### src/rtl/spi_cmd_ctrl_if.sv
// Signal bundle between the SPI command controller, the SPI slave and the coefficient shadow bank.
// Signal names are seen from the controller: i_* are driven into it, o_* come out of it.
interface spi_cmd_ctrl_if #(
    parameter int unsigned P_DATA_NBITS = 24
);
    logic                      i_rx_cmd_rdy;
    logic                      i_rx_data_rdy;
    logic [P_DATA_NBITS+7:0]   i_rx_buf;
    logic                      i_frame_active;
    logic                      o_tx_load;
    logic [P_DATA_NBITS-1:0]   o_tx_data;
    logic                      o_coeff_we;
    logic                      o_coeff_re;
    logic [6:0]                o_coeff_addr;
    logic [P_DATA_NBITS-1:0]   o_coeff_wdata;
    logic [P_DATA_NBITS-1:0]   i_coeff_rdata;
    logic                      o_swap_req;
    logic                      i_swap_ack;
    logic                      o_busy;

    modport master (
        input  i_rx_cmd_rdy,
        input  i_rx_data_rdy,
        input  i_rx_buf,
        input  i_frame_active,
        input  i_coeff_rdata,
        input  i_swap_ack,
        output o_tx_load,
        output o_tx_data,
        output o_coeff_we,
        output o_coeff_re,
        output o_coeff_addr,
        output o_coeff_wdata,
        output o_swap_req,
        output o_busy
    );

    modport slave (
        output i_rx_cmd_rdy,
        output i_rx_data_rdy,
        output i_rx_buf,
        output i_frame_active,
        output i_coeff_rdata,
        output i_swap_ack,
        input  o_tx_load,
        input  o_tx_data,
        input  o_coeff_we,
        input  o_coeff_re,
        input  o_coeff_addr,
        input  o_coeff_wdata,
        input  o_swap_req,
        input  o_busy
    );
endinterface

### src/rtl/spi_cmd_ctrl.sv
// SPI command decoder: coefficient read/write into the shadow bank, status register and
// bank-swap commit handshake. All outputs are registered copies of next-state decisions.
module spi_cmd_ctrl #(
    parameter int unsigned P_DATA_NBITS = 24,
    parameter int unsigned P_NCOEFF     = 40
) (
    input  logic               i_clk,
    input  logic               i_rstn,
    spi_cmd_ctrl_if.master     bus
);

    localparam int unsigned CmdMsb     = P_DATA_NBITS + 7;
    localparam logic [6:0]  NCoeff     = 7'(P_NCOEFF);
    localparam logic [6:0]  AddrStatus = 7'h7E;
    localparam logic [6:0]  AddrCommit = 7'h7F;

    typedef enum logic [2:0] {
        StIdle,
        StDecode,
        StRdIssue,
        StRdLoad,
        StWaitData,
        StWr,
        StCommit,
        StAbort
    } state_e;

    state_e                  state_q, state_d;
    logic                    cmd_rdy_q, data_rdy_q;
    logic [7:0]              cmd_q, cmd_d;
    logic                    err_range_q, err_range_d;
    logic                    err_abort_q, err_abort_d;
    logic                    err_overrun_q, err_overrun_d;
    logic [7:0]              wr_count_q, wr_count_d;
    logic                    tx_load_q, tx_load_d;
    logic [P_DATA_NBITS-1:0] tx_data_q, tx_data_d;
    logic                    coeff_we_q, coeff_we_d;
    logic                    coeff_re_q, coeff_re_d;
    logic [6:0]              coeff_addr_q, coeff_addr_d;
    logic [P_DATA_NBITS-1:0] coeff_wdata_q, coeff_wdata_d;
    logic                    swap_req_q, swap_req_d;
    logic                    busy_q, busy_d;

    logic                    cmd_edge, data_edge;
    logic                    cmd_is_read;
    logic [6:0]              cmd_addr;
    logic                    addr_in_range;
    logic [P_DATA_NBITS-1:0] status_word;

    assign cmd_edge      = bus.i_rx_cmd_rdy & ~cmd_rdy_q;
    assign data_edge     = bus.i_rx_data_rdy & ~data_rdy_q;
    assign cmd_is_read   = cmd_q[7];
    assign cmd_addr      = cmd_q[6:0];
    assign addr_in_range = (cmd_addr < NCoeff);

    always_comb begin
        status_word       = '0;
        status_word[15:0] = {err_range_q, err_abort_q, err_overrun_q, 5'b0, wr_count_q};
    end

    always_comb begin
        state_d       = state_q;
        cmd_d         = cmd_q;
        err_range_d   = err_range_q;
        err_abort_d   = err_abort_q;
        err_overrun_d = err_overrun_q;
        wr_count_d    = wr_count_q;
        tx_load_d     = 1'b0;
        tx_data_d     = tx_data_q;
        coeff_we_d    = 1'b0;
        coeff_re_d    = 1'b0;
        coeff_addr_d  = coeff_addr_q;
        coeff_wdata_d = coeff_wdata_q;
        swap_req_d    = 1'b0;

        case (state_q)
            StIdle: begin
                if (cmd_edge && bus.i_frame_active) begin
                    state_d = StDecode;
                    cmd_d   = bus.i_rx_buf[CmdMsb -: 8];
                end
            end
            StDecode: begin
                if (!bus.i_frame_active) begin
                    state_d = StAbort;
                end else if (cmd_is_read) begin
                    // Non-coefficient reads still pass through RD_ISSUE so load timing is fixed.
                    state_d = StRdIssue;
                    if (addr_in_range) begin
                        coeff_re_d   = 1'b1;
                        coeff_addr_d = cmd_addr;
                    end
                end else begin
                    state_d = StWaitData;
                end
            end
            StRdIssue: begin
                state_d = bus.i_frame_active ? StRdLoad : StAbort;
            end
            StRdLoad: begin
                if (!bus.i_frame_active) begin
                    state_d = StAbort;
                end else begin
                    state_d   = StWaitData;
                    tx_load_d = 1'b1;
                    if (addr_in_range) begin
                        tx_data_d = bus.i_coeff_rdata;
                    end else if (cmd_addr == AddrStatus) begin
                        tx_data_d = status_word;
                    end else begin
                        tx_data_d = '0;
                    end
                end
            end
            StWaitData: begin
                if (!bus.i_frame_active) begin
                    state_d = StAbort;
                end else if (data_edge) begin
                    if (cmd_is_read) begin
                        state_d = StIdle;
                    end else if (cmd_addr == AddrCommit) begin
                        state_d    = StCommit;
                        swap_req_d = 1'b1;
                    end else begin
                        state_d = StWr;
                        if (addr_in_range) begin
                            coeff_we_d    = 1'b1;
                            coeff_addr_d  = cmd_addr;
                            coeff_wdata_d = bus.i_rx_buf[P_DATA_NBITS-1:0];
                            if (wr_count_q != 8'hFF) begin
                                wr_count_d = wr_count_q + 8'd1;
                            end
                        end else if (cmd_addr == AddrStatus) begin
                            if (bus.i_rx_buf[0]) begin
                                err_range_d   = 1'b0;
                                err_abort_d   = 1'b0;
                                err_overrun_d = 1'b0;
                            end
                        end else begin
                            err_range_d = 1'b1;
                        end
                    end
                end
            end
            StWr: begin
                state_d = StIdle;
            end
            StCommit: begin
                // Frame end is ignored here; the swap must complete once requested.
                if (cmd_edge) begin
                    err_overrun_d = 1'b1;
                end
                if (bus.i_swap_ack) begin
                    state_d    = StIdle;
                    wr_count_d = '0;
                end else begin
                    swap_req_d = 1'b1;
                end
            end
            StAbort: begin
                err_abort_d = 1'b1;
                state_d     = StIdle;
            end
            default: begin
                state_d = StIdle;
            end
        endcase

        busy_d = (state_d != StIdle);
    end

    always_ff @(posedge i_clk or negedge i_rstn) begin
        if (!i_rstn) begin
            state_q       <= StIdle;
            cmd_rdy_q     <= 1'b0;
            data_rdy_q    <= 1'b0;
            cmd_q         <= '0;
            err_range_q   <= 1'b0;
            err_abort_q   <= 1'b0;
            err_overrun_q <= 1'b0;
            wr_count_q    <= '0;
            tx_load_q     <= 1'b0;
            tx_data_q     <= '0;
            coeff_we_q    <= 1'b0;
            coeff_re_q    <= 1'b0;
            coeff_addr_q  <= '0;
            coeff_wdata_q <= '0;
            swap_req_q    <= 1'b0;
            busy_q        <= 1'b0;
        end else begin
            state_q       <= state_d;
            cmd_rdy_q     <= bus.i_rx_cmd_rdy;
            data_rdy_q    <= bus.i_rx_data_rdy;
            cmd_q         <= cmd_d;
            err_range_q   <= err_range_d;
            err_abort_q   <= err_abort_d;
            err_overrun_q <= err_overrun_d;
            wr_count_q    <= wr_count_d;
            tx_load_q     <= tx_load_d;
            tx_data_q     <= tx_data_d;
            coeff_we_q    <= coeff_we_d;
            coeff_re_q    <= coeff_re_d;
            coeff_addr_q  <= coeff_addr_d;
            coeff_wdata_q <= coeff_wdata_d;
            swap_req_q    <= swap_req_d;
            busy_q        <= busy_d;
        end
    end

    assign bus.o_tx_load     = tx_load_q;
    assign bus.o_tx_data     = tx_data_q;
    assign bus.o_coeff_we    = coeff_we_q;
    assign bus.o_coeff_re    = coeff_re_q;
    assign bus.o_coeff_addr  = coeff_addr_q;
    assign bus.o_coeff_wdata = coeff_wdata_q;
    assign bus.o_swap_req    = swap_req_q;
    assign bus.o_busy        = busy_q;

endmodule
### src/flat_wrapper.sv
// flat-port wrapper written by rule: the top's interface ports become plain ports
module spi_cmd_ctrl_flat 
#(
    parameter int unsigned P_DATA_NBITS = 24,
    parameter int unsigned P_NCOEFF     = 40
)
  (i_clk, i_rstn, bus_i_rx_cmd_rdy, bus_i_rx_data_rdy, bus_i_rx_buf, bus_i_frame_active, bus_i_coeff_rdata, bus_i_swap_ack, bus_o_tx_load, bus_o_tx_data, bus_o_coeff_we, bus_o_coeff_re, bus_o_coeff_addr, bus_o_coeff_wdata, bus_o_swap_req, bus_o_busy);
  spi_cmd_ctrl_if #(.P_DATA_NBITS(P_DATA_NBITS)) bus_i ();
  input  logic i_clk;
  input  logic i_rstn;
  input wire logic [$bits(bus_i.i_rx_cmd_rdy)-1:0] bus_i_rx_cmd_rdy;
  input wire logic [$bits(bus_i.i_rx_data_rdy)-1:0] bus_i_rx_data_rdy;
  input wire logic [$bits(bus_i.i_rx_buf)-1:0] bus_i_rx_buf;
  input wire logic [$bits(bus_i.i_frame_active)-1:0] bus_i_frame_active;
  input wire logic [$bits(bus_i.i_coeff_rdata)-1:0] bus_i_coeff_rdata;
  input wire logic [$bits(bus_i.i_swap_ack)-1:0] bus_i_swap_ack;
  output wire logic [$bits(bus_i.o_tx_load)-1:0] bus_o_tx_load;
  output wire logic [$bits(bus_i.o_tx_data)-1:0] bus_o_tx_data;
  output wire logic [$bits(bus_i.o_coeff_we)-1:0] bus_o_coeff_we;
  output wire logic [$bits(bus_i.o_coeff_re)-1:0] bus_o_coeff_re;
  output wire logic [$bits(bus_i.o_coeff_addr)-1:0] bus_o_coeff_addr;
  output wire logic [$bits(bus_i.o_coeff_wdata)-1:0] bus_o_coeff_wdata;
  output wire logic [$bits(bus_i.o_swap_req)-1:0] bus_o_swap_req;
  output wire logic [$bits(bus_i.o_busy)-1:0] bus_o_busy;
  assign bus_i.i_rx_cmd_rdy = bus_i_rx_cmd_rdy;
  assign bus_i.i_rx_data_rdy = bus_i_rx_data_rdy;
  assign bus_i.i_rx_buf = bus_i_rx_buf;
  assign bus_i.i_frame_active = bus_i_frame_active;
  assign bus_i.i_coeff_rdata = bus_i_coeff_rdata;
  assign bus_i.i_swap_ack = bus_i_swap_ack;
  assign bus_o_tx_load = bus_i.o_tx_load;
  assign bus_o_tx_data = bus_i.o_tx_data;
  assign bus_o_coeff_we = bus_i.o_coeff_we;
  assign bus_o_coeff_re = bus_i.o_coeff_re;
  assign bus_o_coeff_addr = bus_i.o_coeff_addr;
  assign bus_o_coeff_wdata = bus_i.o_coeff_wdata;
  assign bus_o_swap_req = bus_i.o_swap_req;
  assign bus_o_busy = bus_i.o_busy;
  spi_cmd_ctrl #(.P_DATA_NBITS(P_DATA_NBITS), .P_NCOEFF(P_NCOEFF)) u_core (.i_clk(i_clk), .i_rstn(i_rstn), .bus(bus_i));
endmodule
### config.mk
export PLATFORM = sky130hd
export DESIGN_NAME = spi_cmd_ctrl_flat
export DESIGN_NICKNAME = d
export VERILOG_FILES = /design/src/rtl/spi_cmd_ctrl_if.sv /design/src/rtl/spi_cmd_ctrl.sv /design/src/flat_wrapper.sv
export SDC_FILE = /design/constraint.sdc
export NUM_CORES = 1
export LEC_CHECK = 0
export ABC_AREA = 1
export ABC_CLOCK_PERIOD_IN_PS = 1400
export CAP_MARGIN = 15
export CORE_MARGIN = 2
export CORE_UTILIZATION = 50
export CTS_CLUSTER_SIZE = 8
export DETAILED_ROUTE_END_ITERATION = 6
export DONT_BUFFER_PORTS = 1
export PLACE_DENSITY_LB_ADDON = 0.08
export SETUP_SLACK_MARGIN = 0.5
export SYNTH_ARGS = -nofsm -noshare
export SYNTH_HDL_FRONTEND = slang
export SYNTH_SLANG_ARGS = --single-unit
### constraint.sdc
create_clock -name i_clk -period 1.4 [get_ports i_clk]
set_input_delay 0.28 -clock i_clk [delete_from_list [all_inputs] [get_ports i_clk]]
set_output_delay 0.28 -clock i_clk [all_outputs]
set_load 0.005 [all_outputs]
======== Word level (Yosys, flattened, before mapping) ========
Index checks and enable logic that the tools add are counted.
word-level totals
  bits in registers ....................... 84
  input bits .............................. 62
  output and inout port bits .............. 60
operators by class
  $add $sub $neg .......................... 1
  order comparisons ....................... 1
  eq/ne operators ......................... 24
  mux-type cells .......................... 57
  bitwise gates (word level) .............. 7
  reductions and logical operators ........ 15
operators with widths
  kind                                                                           count
  8-bit two-way mux                                                              7
  7-bit two-way mux                                                              7
  1-bit two-way mux                                                              25
  24-bit two-way mux                                                             1
  3-bit two-way mux                                                              8
  3-bit one-hot mux with 7 select lines                                          1
  16-bit two-way mux                                                             1
  2-bit != test (second input constant)                                          8
  8-bit one-hot mux with 2 select lines                                          1
  8-bit AND reduction                                                            2
  7-bit == test (second input constant)                                          2
  7-bit one-hot mux with 2 select lines                                          1
  7-bit AND reduction                                                            2
  3-bit == test (second input constant)                                          4
  2-bit by 1-bit != test with 1-bit output (second input constant)               6
  9-bit AND reduction                                                            1
  8-bit by 1-bit adder with 8-bit output (second input constant)                 1
  8-bit != test (second input constant)                                          1
  7-bit by 6-bit less-than comparator with 1-bit output (second input constant)  1
  3-bit by 2-bit == test with 1-bit output (second input constant)               2
  1-bit one-hot mux with 2 select lines                                          3
  6-bit AND reduction                                                            1
  2-bit nonzero test                                                             3
  1-bit inverter                                                                 5
  other kinds (8)                                                                11

======== Longest topological paths before layout ========
Gate-level depths: netlist of run 1.
  depth in word-level cells ............... 8
  mapped depth ............................ 10
  depth with buffers taken out ............ 10

======== Worst setup path after synthesis of run 1 ========
OpenSTA, ideal clock, no wires.
  kind .................................... reg-to-reg
  start point ............................. reg u_core.wr_count_q[0]
  end point ............................... reg u_core.wr_count_q[2]
  setup time .............................. 0.117 ns
  data arrival time ....................... 1.301 ns
  required time ........................... 1.283 ns
  slack ................................... -0.018 ns
  cell stages (with the launch flop) ...... 10
  cell sequence ........................... dfrtp_1 ha_1 nand3_1 inv_1 nand3_1 nand2_1 nor2_4 nand2_4 nand2_1 nand2_1
on the way
  word-level cells in the longest chain between the ends .. 8
  elaborated cells between the ends (all ways) .. 11
ends and longest elaborated chain
  what                                    line                 text
  start: declaration                      spi_cmd_ctrl.sv:34   logic [7:0] wr_count_q, wr_count_d;
  start signal: assignment                spi_cmd_ctrl.sv:198  wr_count_q <= wr_count_d;
  8-bit by 1-bit adder with 8-bit output  spi_cmd_ctrl.sv:131  wr_count_d = wr_count_q + 8'd1;
  8-bit two-way mux                       spi_cmd_ctrl.sv:130  if (wr_count_q != 8'hFF) begin
  8-bit two-way mux                       spi_cmd_ctrl.sv:126  if (addr_in_range) begin
  8-bit two-way mux                       spi_cmd_ctrl.sv:121  end else if (cmd_addr == AddrCommit) begin
  8-bit two-way mux                       spi_cmd_ctrl.sv:119  if (cmd_is_read) begin
  8-bit two-way mux                       spi_cmd_ctrl.sv:118  end else if (data_edge) begin
  8-bit two-way mux                       spi_cmd_ctrl.sv:116  if (!bus.i_frame_active) begin
  8-bit one-hot mux with 2 select lines   spi_cmd_ctrl.sv:76   case (state_q)
Parallel ways exist; a longest one is shown, timed or not. The select of a mux whose other input is x is not followed.
A chain may end at the register's enable or synchronous reset.

======== Worst setup path in the final report of run 1 ========
  start point ............................. reg u_core.state_q[1]
  end point ............................... reg u_core.err_range_q
on the way
  word-level cells in the longest chain between the ends .. 2
ends and longest elaborated chain
  what                           line                 text
  start: declaration             spi_cmd_ctrl.sv:28   state_e state_q, state_d;
  start signal: assignment       spi_cmd_ctrl.sv:174  state_q <= StIdle;
  start signal: assignment       spi_cmd_ctrl.sv:191  state_q <= state_d;
  3-bit == test                  spi_cmd_ctrl.sv:76
  7-bit AND reduction (no line)  n/a
  end signal: assignment         spi_cmd_ctrl.sv:195  err_range_q <= err_range_d;
  end: declaration               spi_cmd_ctrl.sv:31   logic err_range_q, err_range_d;
Every way passes these cells.

==> results.md, run 1 <==
- The worst-path maximum fanout is 6.
- The synthesized design devotes to its leading area cell type 53.8% of total area.
- The vias per cell is 5.25.
- Setup violations remaining at the end of the flow were counted as 39.
- Ranked by total cell area, the synthesized netlist is headed by sky130_fd_sc_hd__dfrtp_1 (54%), sky130_fd_sc_hd__nand2_1 (18%), sky130_fd_sc_hd__nand3_1 (7.7%), sky130_fd_sc_hd__o21ai_0 (5.2%), sky130_fd_sc_hd__nor2_1 (2.5%).
- The total overflow left after global routing is 0.
- The final hold violation count is 84.
- For this run, the post-layout net count is 611.
- The root buffer cell is sky130_fd_sc_hd__clkbuf_8.
- After the first detailed-routing iteration, the DRC count stood at 225.
- The total iterations of the first detailed-routing run is 4.
- The commonest cells after synthesis are sky130_fd_sc_hd__nand2_1 (188), sky130_fd_sc_hd__dfrtp_1 (84), sky130_fd_sc_hd__nand3_1 (60).
- The worst min-delay path category is input port to asynchronous set/reset pin.
- The final reports fail on hold timing, setup timing.
- The number of nets produced by synthesis is 544.
- Measured along the x axis, the die boundary spans 92.4 um.
- The number of DRC violations after detailed routing is 0.
- The clock passes through at most 2 buffers.
- The mapped netlist covers 0.00391 mm2.
- The fraction of the yosys area taken by sequential cells is 53.8%.
- The first global-routing pass estimated 15500 um of wire.
- The clock buffer count from CTS is 9.
- Once routing completed, OpenROAD measured the worst setup slack at -43.2 ps.
- Summed over all cells, the static leakage comes to 2.67 nW.
- The worst hold slack after final layout is -389 ps.
- Headroom to the max-slew limit came out at 84.8%.
- The clock arrives with 10.1 ps of skew.
- The number of maximum-capacitance violations is 0.
- Cells fill 69.5% of the core in the end.
- The via count of the first global-routing pass is 3251.
- Clock-pin slew was measured on the worst setup and hold paths at 80 ps.
- For the worst-skew pair, the clock arrives at the later sink with an insertion delay of 350 ps.
- Setup repair after global routing could not meet its margin everywhere.
- The number of antenna violations at the first check in global routing is 0.
- The via total after detailed routing is 3436.
- Yosys printed 0 warnings.
- The height of the die is 92.4 um.
- Entering global routing, the biggest net connects 85 pins.
- After synthesis, the netlist uses 29 different library cells.
- The post-route antenna net violation count is 0.
- The required arrival time at the worst endpoint is 1640 ps.
- The wire-length estimate of the detail-placed layout is 6480 um.
- Counting flops and latches in the post-synthesis netlist gives 84.
- In this run, synthesis inferred 0 flip-flops with an integrated enable.
- The TritonCTS clock tree is yes.
- STA classifies the critical path endpoint as a flip-flop.
- For this configuration, the core starts out at a cell density of 51.1%.
- The number of instances in the synthesized netlist is 481.
- The initialized floorplan defines 32 standard-cell rows.
- Routability-driven placement finished with a final weighted congestion of 0.860.
- VDD sags by at most 1.05 mV.
- Hold repair after CTS inserted 2 buffers.
- The critical path launch point type is a flip-flop.
- The worst setup path is of the flip-flop to flip-flop kind.
- The run finished, with violations left.
- The dominant synthesized flop cell is sky130_fd_sc_hd__dfrtp_1.
- The H-tree was split into 3 levels.
- The fill cell total of the finished layout is 605.
- Cells with a size suffix above 1 make up 33.6% of the layout.
- At the pin with the least slew margin, the transition time is 228 ps.
- The routed wire length per instance is 15.4 um.
- The design draws 10.4 mW.
- The cell taking the most area after synthesis is sky130_fd_sc_hd__dfrtp_1.
- The clock sink count is 84.
- The synthesis-to-layout area growth is 36.0%.
- The worst path in the final design needs a cycle of 1440 ps, including I/O delays and setup.
- The I/O pin total is 122.
- The number of max-slew violations in the final report was 0.
- The count of buffers from port buffering is 0.
- The placeable core area is 0.00765 mm2.
- Global routing consumed, over all layers together, 22.8% of the routing resources.
- The final period utilization is 103%.
- The die covers 0.00854 mm2.
- Dividing total power by cell area gives a power density of 1950 mW/mm2.
- The top achievable clock speed is 693 MHz.
- The average footprint of a synthesized cell is 8.13 um2.
- The async set-or-reset flop fraction in the synthesized netlist is 100%.
- The repair_antennas step left the layout with diodes totalling 0.
- The routed wire length is 10100 um.
- The data arrival time at the worst-slack endpoint is 1680 ps.
- In the post-synthesis netlist, the cell with the most instances is sky130_fd_sc_hd__nand2_1.
## layout make-up
class / count / area, um2 / share of cell area (%)
Tap cell: 102 / 128 / 2.40
Clock inverter: 4 / 97.6 / 1.84
Timing Repair inverter: 3 / 35.0 / 0.659
Timing Repair Buffer: 69 / 696 / 13.1
Clock buffer: 12 / 135 / 2.54
Inverter: 30 / 148 / 2.78
Multi-Input combinational cell: 351 / 1970 / 37.1
Sequential cell: 84 / 2100 / 39.6
## repair_timing
item	in CTS	in global routing
gates resized for setup	59	72
endpoints found under the setup margin	142	142
pin swaps	19	34
hold endpoints to repair	86	84
buffers inserted	11	8
cloned	3	5
## logic make-up after synthesis
family | count (synthesis) | share of synthesized area, %
DFF | 84 | 53.8
adders and majority gates | 1 | 0.320
AOI/OAI and AO/OA | 49 | 6.75
xor gates and xnor gates | 3 | 0.672
and+or+nand+nor | 296 | 32.8
buffers and inverters | 48 | 5.70
## sequential cells by signal, indices dropped and copies added, names as in the netlist
signal	count
u_core.bus.o_coeff_re	1
u_core.data_rdy_q	1
u_core.bus.o_busy	1
u_core.err_abort_q	1
u_core.bus.o_tx_data	24
u_core.bus.o_coeff_addr	7
u_core.bus.o_swap_req	1
u_core.bus.o_coeff_we	1
u_core.bus.o_tx_load	1
u_core.cmd_rdy_q	1
u_core.bus.o_coeff_wdata	24
u_core.state_q	3
u_core.cmd_q	8
u_core.wr_count_q	8
u_core.err_range_q	1
u_core.err_overrun_q	1
## cells in the final DEF, fill, tap and decap left out, types with 2 or more instances in the layout
cell type                       synthesis  layout
sky130_fd_sc_hd__a21oi_1                3       3
sky130_fd_sc_hd__buf_12                 0       5
sky130_fd_sc_hd__buf_4                  3      40
sky130_fd_sc_hd__buf_6                  3      20
sky130_fd_sc_hd__bufinv_16              0       3
sky130_fd_sc_hd__clkbuf_1               6       3
sky130_fd_sc_hd__clkbuf_16              0       2
sky130_fd_sc_hd__clkbuf_8               0       9
sky130_fd_sc_hd__clkinv_4               0       2
sky130_fd_sc_hd__clkinv_8               0       2
sky130_fd_sc_hd__clkinvlp_4             0       2
sky130_fd_sc_hd__dfrtp_1               84      82
sky130_fd_sc_hd__dfrtp_2                0       2
sky130_fd_sc_hd__dlygate4sd3_1          0       2
sky130_fd_sc_hd__inv_1                 23      20
sky130_fd_sc_hd__inv_2                  5       5
sky130_fd_sc_hd__inv_8                  0       2
sky130_fd_sc_hd__nand2_1              188     150
sky130_fd_sc_hd__nand2_2                3      32
sky130_fd_sc_hd__nand2_4                1      10
sky130_fd_sc_hd__nand3_1               60      38
sky130_fd_sc_hd__nand3_2                2      18
sky130_fd_sc_hd__nand3_4                0       6
sky130_fd_sc_hd__nand4_1                9       9
sky130_fd_sc_hd__nor2_1                26      17
sky130_fd_sc_hd__nor2_2                 2       7
sky130_fd_sc_hd__nor2_4                 3       8
sky130_fd_sc_hd__o21ai_0               41      19
sky130_fd_sc_hd__o21ai_1                1      18
sky130_fd_sc_hd__o21ai_2                0       5
sky130_fd_sc_hd__xor2_1                 3       3
## critical path: stages (launching register included)
cell and delay [ps]:
sky130_fd_sc_hd__dfrtp_1 410, sky130_fd_sc_hd__inv_2 130, sky130_fd_sc_hd__nand2_4 80, sky130_fd_sc_hd__nor2_4 200, sky130_fd_sc_hd__buf_6 160, sky130_fd_sc_hd__nand2_4 50, sky130_fd_sc_hd__nor2_2 90, sky130_fd_sc_hd__nand3_2 80
sky130_fd_sc_hd__nand2_1 70, sky130_fd_sc_hd__o21ai_1 60
## where the power goes
group	internal, mW	total (mW)	switching, mW
clock network	1.19	2.03	0.843
logic	2.06	4.58	2.53
registers	3.17	3.78	0.605
total	6.42	10.4	3.97
## worst paths after layout
check / startpoint / slack [ps] / endpoint / cells after the start
worst max-delay path: u_core.state_q[1] / -40 / u_core.err_range_q / 9
worst min-delay path: i_rstn / -390 / u_core.bus.o_tx_data[21] / 0
worst max register to register: u_core.state_q[1] / -40 / u_core.err_range_q / 9
worst min register to register: u_core.err_abort_q / 480 / u_core.err_abort_q / 2
max in group asynchronous: i_rstn / 1680 / u_core.bus.o_coeff_wdata[13] / 0
min in group i_clk: bus_i_rx_buf[9] / 20 / u_core.bus.o_coeff_wdata[9] / 2
## metal layers
metal | vias up | wire length, um | GRT usage [%] | part of all wire, %
li1 | 1687 | - | - | -
met1 | 1622 | 4290 | 30.7 | 42
met2 | 114 | 4980 | 36.3 | 49
met3 | 13 | 715 | 6.10 | 7.1
met4 | 0 | 110 | 6.47 | 1.1
met5 | - | 0 | 0 | 0
## through the flow
step | hold slack [ps] | instance area [um2] | setup slack (ps) | cells | setup TNS (ps)
6_report | -389 | 5320 | -43.2 | 655 | -750
2_1_floorplan | -15.6 | 4030 | 27.9 | 481 | 0
3_5_place_dp | -13.7 | 4390 | -39.2 | 610 | -389
5_1_grt | -410 | 5320 | -145 | 655 | -4750
4_1_cts | -400 | 4960 | -7.11 | 642 | -19.2
3_3_place_gp | -14.0 | 4390 | -10.4 | 610 | -50.1
No activity file was read; power rests on OpenSTA's default activity.
==> run 2: changes to the inputs <==
--- a/config.mk
+++ b/config.mk
@@ -10,6 +10,7 @@
 export CAP_MARGIN = 15
 export CORE_MARGIN = 2
 export CORE_UTILIZATION = 50
+export CTS_BUF_LIST = sky130_fd_sc_hd__clkbuf_2
 export CTS_CLUSTER_SIZE = 8
 export DETAILED_ROUTE_END_ITERATION = 6
 export DONT_BUFFER_PORTS = 1
==> run 2 against run 1 <==
Compared with the run above: the run still ends with hold timing, setup timing left; via count up 8.9%; register-to-register slack got worse by 40 ps; cell area increased by 9.6%; combinational power is 7.2% higher; wire length is 7.8% higher; flip-flop and latch count unchanged; clock power shrank 21%; critical path depth stayed put; cell count up 8.2%; power is 0.97% lower; setup slack worse by 39 ps; sequential share of layout area fell by 3.5 points; critical path type unchanged; critical endpoint is now u_core.wr_count_q[5]; highest routed layer unchanged.
==> results.md, run 2 (synthesized netlist as in run 1, its figures left out) <==
- Leading cell types in the layout, fill and taps excluded: sky130_fd_sc_hd__nand2_1 (145), sky130_fd_sc_hd__dfrtp_1 (82), sky130_fd_sc_hd__dlygate4sd3_1 (59), sky130_fd_sc_hd__buf_4 (40), sky130_fd_sc_hd__nand2_2 (37) (was sky130_fd_sc_hd__nand2_1 (150), sky130_fd_sc_hd__dfrtp_1 (82), sky130_fd_sc_hd__buf_4 (40), sky130_fd_sc_hd__nand3_1 (38), sky130_fd_sc_hd__nand2_2 (32)).
- The worst vdd rail ir drop is 0.920 mV (was 1.05 mV).
- The antenna diode count came to 0 (unchanged).
- The final-report setup violation count came to 48 (was 39).
- The share of post-route cells with drive strength above 1 is 32.5% (was 33.6%).
- The number of max-slew violations in the final report was 0 (unchanged).
- The final period utilization is 106% (was 103%).
- The count of buffers from port buffering is 0 (unchanged).
- The clock sink count was 84 (unchanged).
- The overflow left after global routing is 0 (unchanged).
- The final critical-path setup slack is -82.5 ps (was -43.2 ps).
- The critical path launch point type is a flip-flop (unchanged).
- The die area was 0.00854 mm2 (unchanged).
- The number of antenna violations at the first check in global routing is 0 (unchanged).
- The kind of cell with the highest combined delay on the critical path is simple AND/OR/NAND/NOR gates (unchanged).
- The root buffer cell is sky130_fd_sc_hd__clkbuf_2 (was sky130_fd_sc_hd__clkbuf_8).
- The number of DRC violations after detailed routing is 0 (unchanged).
- The number of buffers and inverters on the critical path came to 2 (unchanged).
- The final layout net count is 665 (was 611).
- The data arrival time at the worst-slack endpoint came to 1900 ps (was 1680 ps).
- The standard cell with the maximum stage delay on the critical path is sky130_fd_sc_hd__dfrtp_1 (unchanged).
- Run status: finished with violations (unchanged).
- The largest net degree at the start of global routing came to 85 (unchanged).
- The relative slew slack was 80.5% (was 84.8%).
- The post-route antenna net violation count was 0 (unchanged).
- The sort of element at the end of the critical path is a flip-flop (unchanged).
- The global-route wire length before repair came to 17200 um (was 15500 um).
- The overall power is 10.3 mW (was 10.4 mW).
- The clock buffer count from CTS came to 9 (unchanged).
- The maximum number of buffers from clock root to sink came to 2 (unchanged).
- The via count of the first global-routing pass is 3634 (was 3251).
- The clock transition at the registers of the reported paths is 230 ps (was 80 ps).
- The starting density of the core was 51.1% (unchanged).
- The count of routing violations after the opening detailed-route iteration is 246 (was 225).
- The number of maximum-capacitance violations is 0 (unchanged).
- The power density over cell area came to 1770 mW/mm2 (was 1950 mW/mm2).
- The synthesis-to-layout area growth was 49.1% (was 36.0%).
- The placeable core area is 0.00765 mm2 (unchanged).
- The number of buffers inserted by hold repair at cts is 59 (was 2).
- The worst min-delay path category is input port to asynchronous set/reset pin (unchanged).
- The routability-driven placement congestion ratio was 0.860 (unchanged).
- The worst setup slack after placement is -39.2 ps (unchanged).
- The overall fraction of global-route tracks in use is 25.3% (was 22.8%).
- The required arrival time at the worst endpoint is 1810 ps (was 1640 ps).
- The via total after detailed routing is 3743 (was 3436).
- The final hold violation count is 87 (was 84).
- Failing checks: hold timing, setup timing (unchanged).
- The most frequent cell on the critical path is sky130_fd_sc_hd__nand2_2 (was sky130_fd_sc_hd__nand2_4).
- The routed wire length per instance came to 15.3 um (was 15.4 um).
- The slew at the pin closest to its max-slew limit is 292 ps (was 228 ps).
- The worst-case register-to-register setup slack is -80 ps (was -40 ps).
- The start-to-end type of the worst setup path was flip-flop to flip-flop (unchanged).
- The leakage power is 2.87 nW (was 2.67 nW).
- The top achievable clock speed is 675 MHz (was 693 MHz).
- The final critical path time including I/O delays and setup came to 1480 ps (was 1440 ps).
- The total number of H-tree levels came to 3 (unchanged).
- The largest stage delay on the critical path is 440 ps (was 410 ps).
- The height of the die is 92.4 um (unchanged).
- Cell-by-cell listing of the critical path: inv_1 > nand2_1 > nand2_2 > nand2_4 > buf_6 > a21oi_4 > nand2_4 > nand2_2 > nand2_2 (was inv_2 > nand2_4 > nor2_4 > buf_6 > nand2_4 > nor2_2 > nand3_2 > nand2_1 > o21ai_1).
- The vias per cell was 5.28 (was 5.25).
- The count of standard-cell rows is 32 (unchanged).
- The most common cell after layout, fill and taps aside is sky130_fd_sc_hd__nand2_1 (unchanged).
- The half-perimeter wire length after placement is 6480 um (unchanged).
- The fill cell total of the finished layout is 538 (was 605).
- The routed wire length was 10900 um (was 10100 um).
- The TritonCTS clock tree is yes (unchanged).
- The worst hold slack after final layout is -582 ps (was -389 ps).
- The worst-path maximum fanout was 8 (was 6).
- The total iterations of the first detailed-routing run is 5 (was 4).
- Unrepaired setup endpoints after global routing: yes (unchanged).
- The I/O pin total is 122 (unchanged).
- The setup clock skew after layout is 23.5 ps (was 10.1 ps).
- The clock latency reported for the late side of the worst-skew pair is 510 ps (was 350 ps).
- The x dimension of the die is 92.4 um (unchanged).
run 2: changes by cell type in the layout (fill, tap and decap cells not counted), moves of 2 or more:
| cell | delta |
|---|---|
| sky130_fd_sc_hd__nand3_2 | +3 |
| sky130_fd_sc_hd__nand3_1 | -3 |
| sky130_fd_sc_hd__clkbuf_2 | +12 |
| sky130_fd_sc_hd__clkinv_8 | -2 |
| sky130_fd_sc_hd__buf_6 | -3 |
| sky130_fd_sc_hd__nand2_1 | -5 |
| sky130_fd_sc_hd__clkbuf_8 | -9 |
| sky130_fd_sc_hd__dlygate4sd3_1 | +57 |
| sky130_fd_sc_hd__clkbuf_1 | -3 |
| sky130_fd_sc_hd__nand2_2 | +5 |
run 2: routing by layer:
layer  part of all wire [%]  track usage, %  vias to the layer above
li1                       -               -                     1800
met5                      0               0                        -
met4                    3.0            8.46                        0
met1                     41            32.8                     1753
met3                    6.3            4.88                       28
met2                     49            42.5                      162
run 2: repair_timing:
| item | in CTS | in global routing |
|---|---|---|
| cloned | 4 | 3 |
| pin swaps | 19 | 37 |
| endpoints found under the setup margin | 142 | 142 |
| hold endpoints to repair | 147 | 88 |
| setup buffers | 9 | 8 |
| gates resized for setup | 67 | 71 |
run 2: final timing paths:
| kind | start | to | cells after the start |
|---|---|---|---|
| worst max-delay path | u_core.cmd_q[4] | u_core.wr_count_q[5] | 9 |
| worst min-delay path | i_rstn | u_core.state_q[0] | 0 |
| worst max register to register | u_core.cmd_q[4] | u_core.wr_count_q[5] | 9 |
| worst min register to register | u_core.err_abort_q | u_core.err_abort_q | 2 |
| max in group asynchronous | i_rstn | u_core.bus.o_coeff_wdata[16] | 0 |
| min in group i_clk | bus_i_frame_active | u_core.bus.o_swap_req | 2 |
run 2: through the flow:
step / utilization [%] / std cells / setup TNS (ps) / cell area (um2) / hold WS, ps
floorplan: - / 481 / 0 / 4030 / -15.6
global placement: 57.4 / 610 / -50.1 / 4390 / -14.0
detailed placement: 57.4 / 610 / -389 / 4390 / -13.7
CTS: 71.7 / 698 / -184 / 5490 / -625
global route: 76.2 / 709 / -7170 / 5830 / -640
finish: 76.2 / 709 / -2130 / 5830 / -582
run 2: final cells by class:
type / count / area (um2) / share of cell area [%]
flip-flops and latches: 84 / 2100 / 36.1
multi-input cells: 351 / 2020 / 34.6
repair buffers: 125 / 1270 / 21.9
inverters: 30 / 140 / 2.40
well taps: 102 / 128 / 2.19
clock inverters: 4 / 97.6 / 1.67
clock buffers: 12 / 60.1 / 1.03
repair inverters: 1 / 7.51 / 0.129
run 2: worst register-to-register path, delay by kind of cell, from the launching register on:
family                 cells  cell delay [ps]
buffers and inverters      2              220
flip-flops                 1              440
AND/OR/NAND/NOR            6              500
AO/OA/AOI/OAI              1              220
run 2: report_power, final:
group | total, mW | internal [mW] | switching (mW)
Sequential | 3.78 | 3.16 | 0.614
Clock | 1.60 | 0.792 | 0.806
Combinational | 4.91 | 2.24 | 2.67
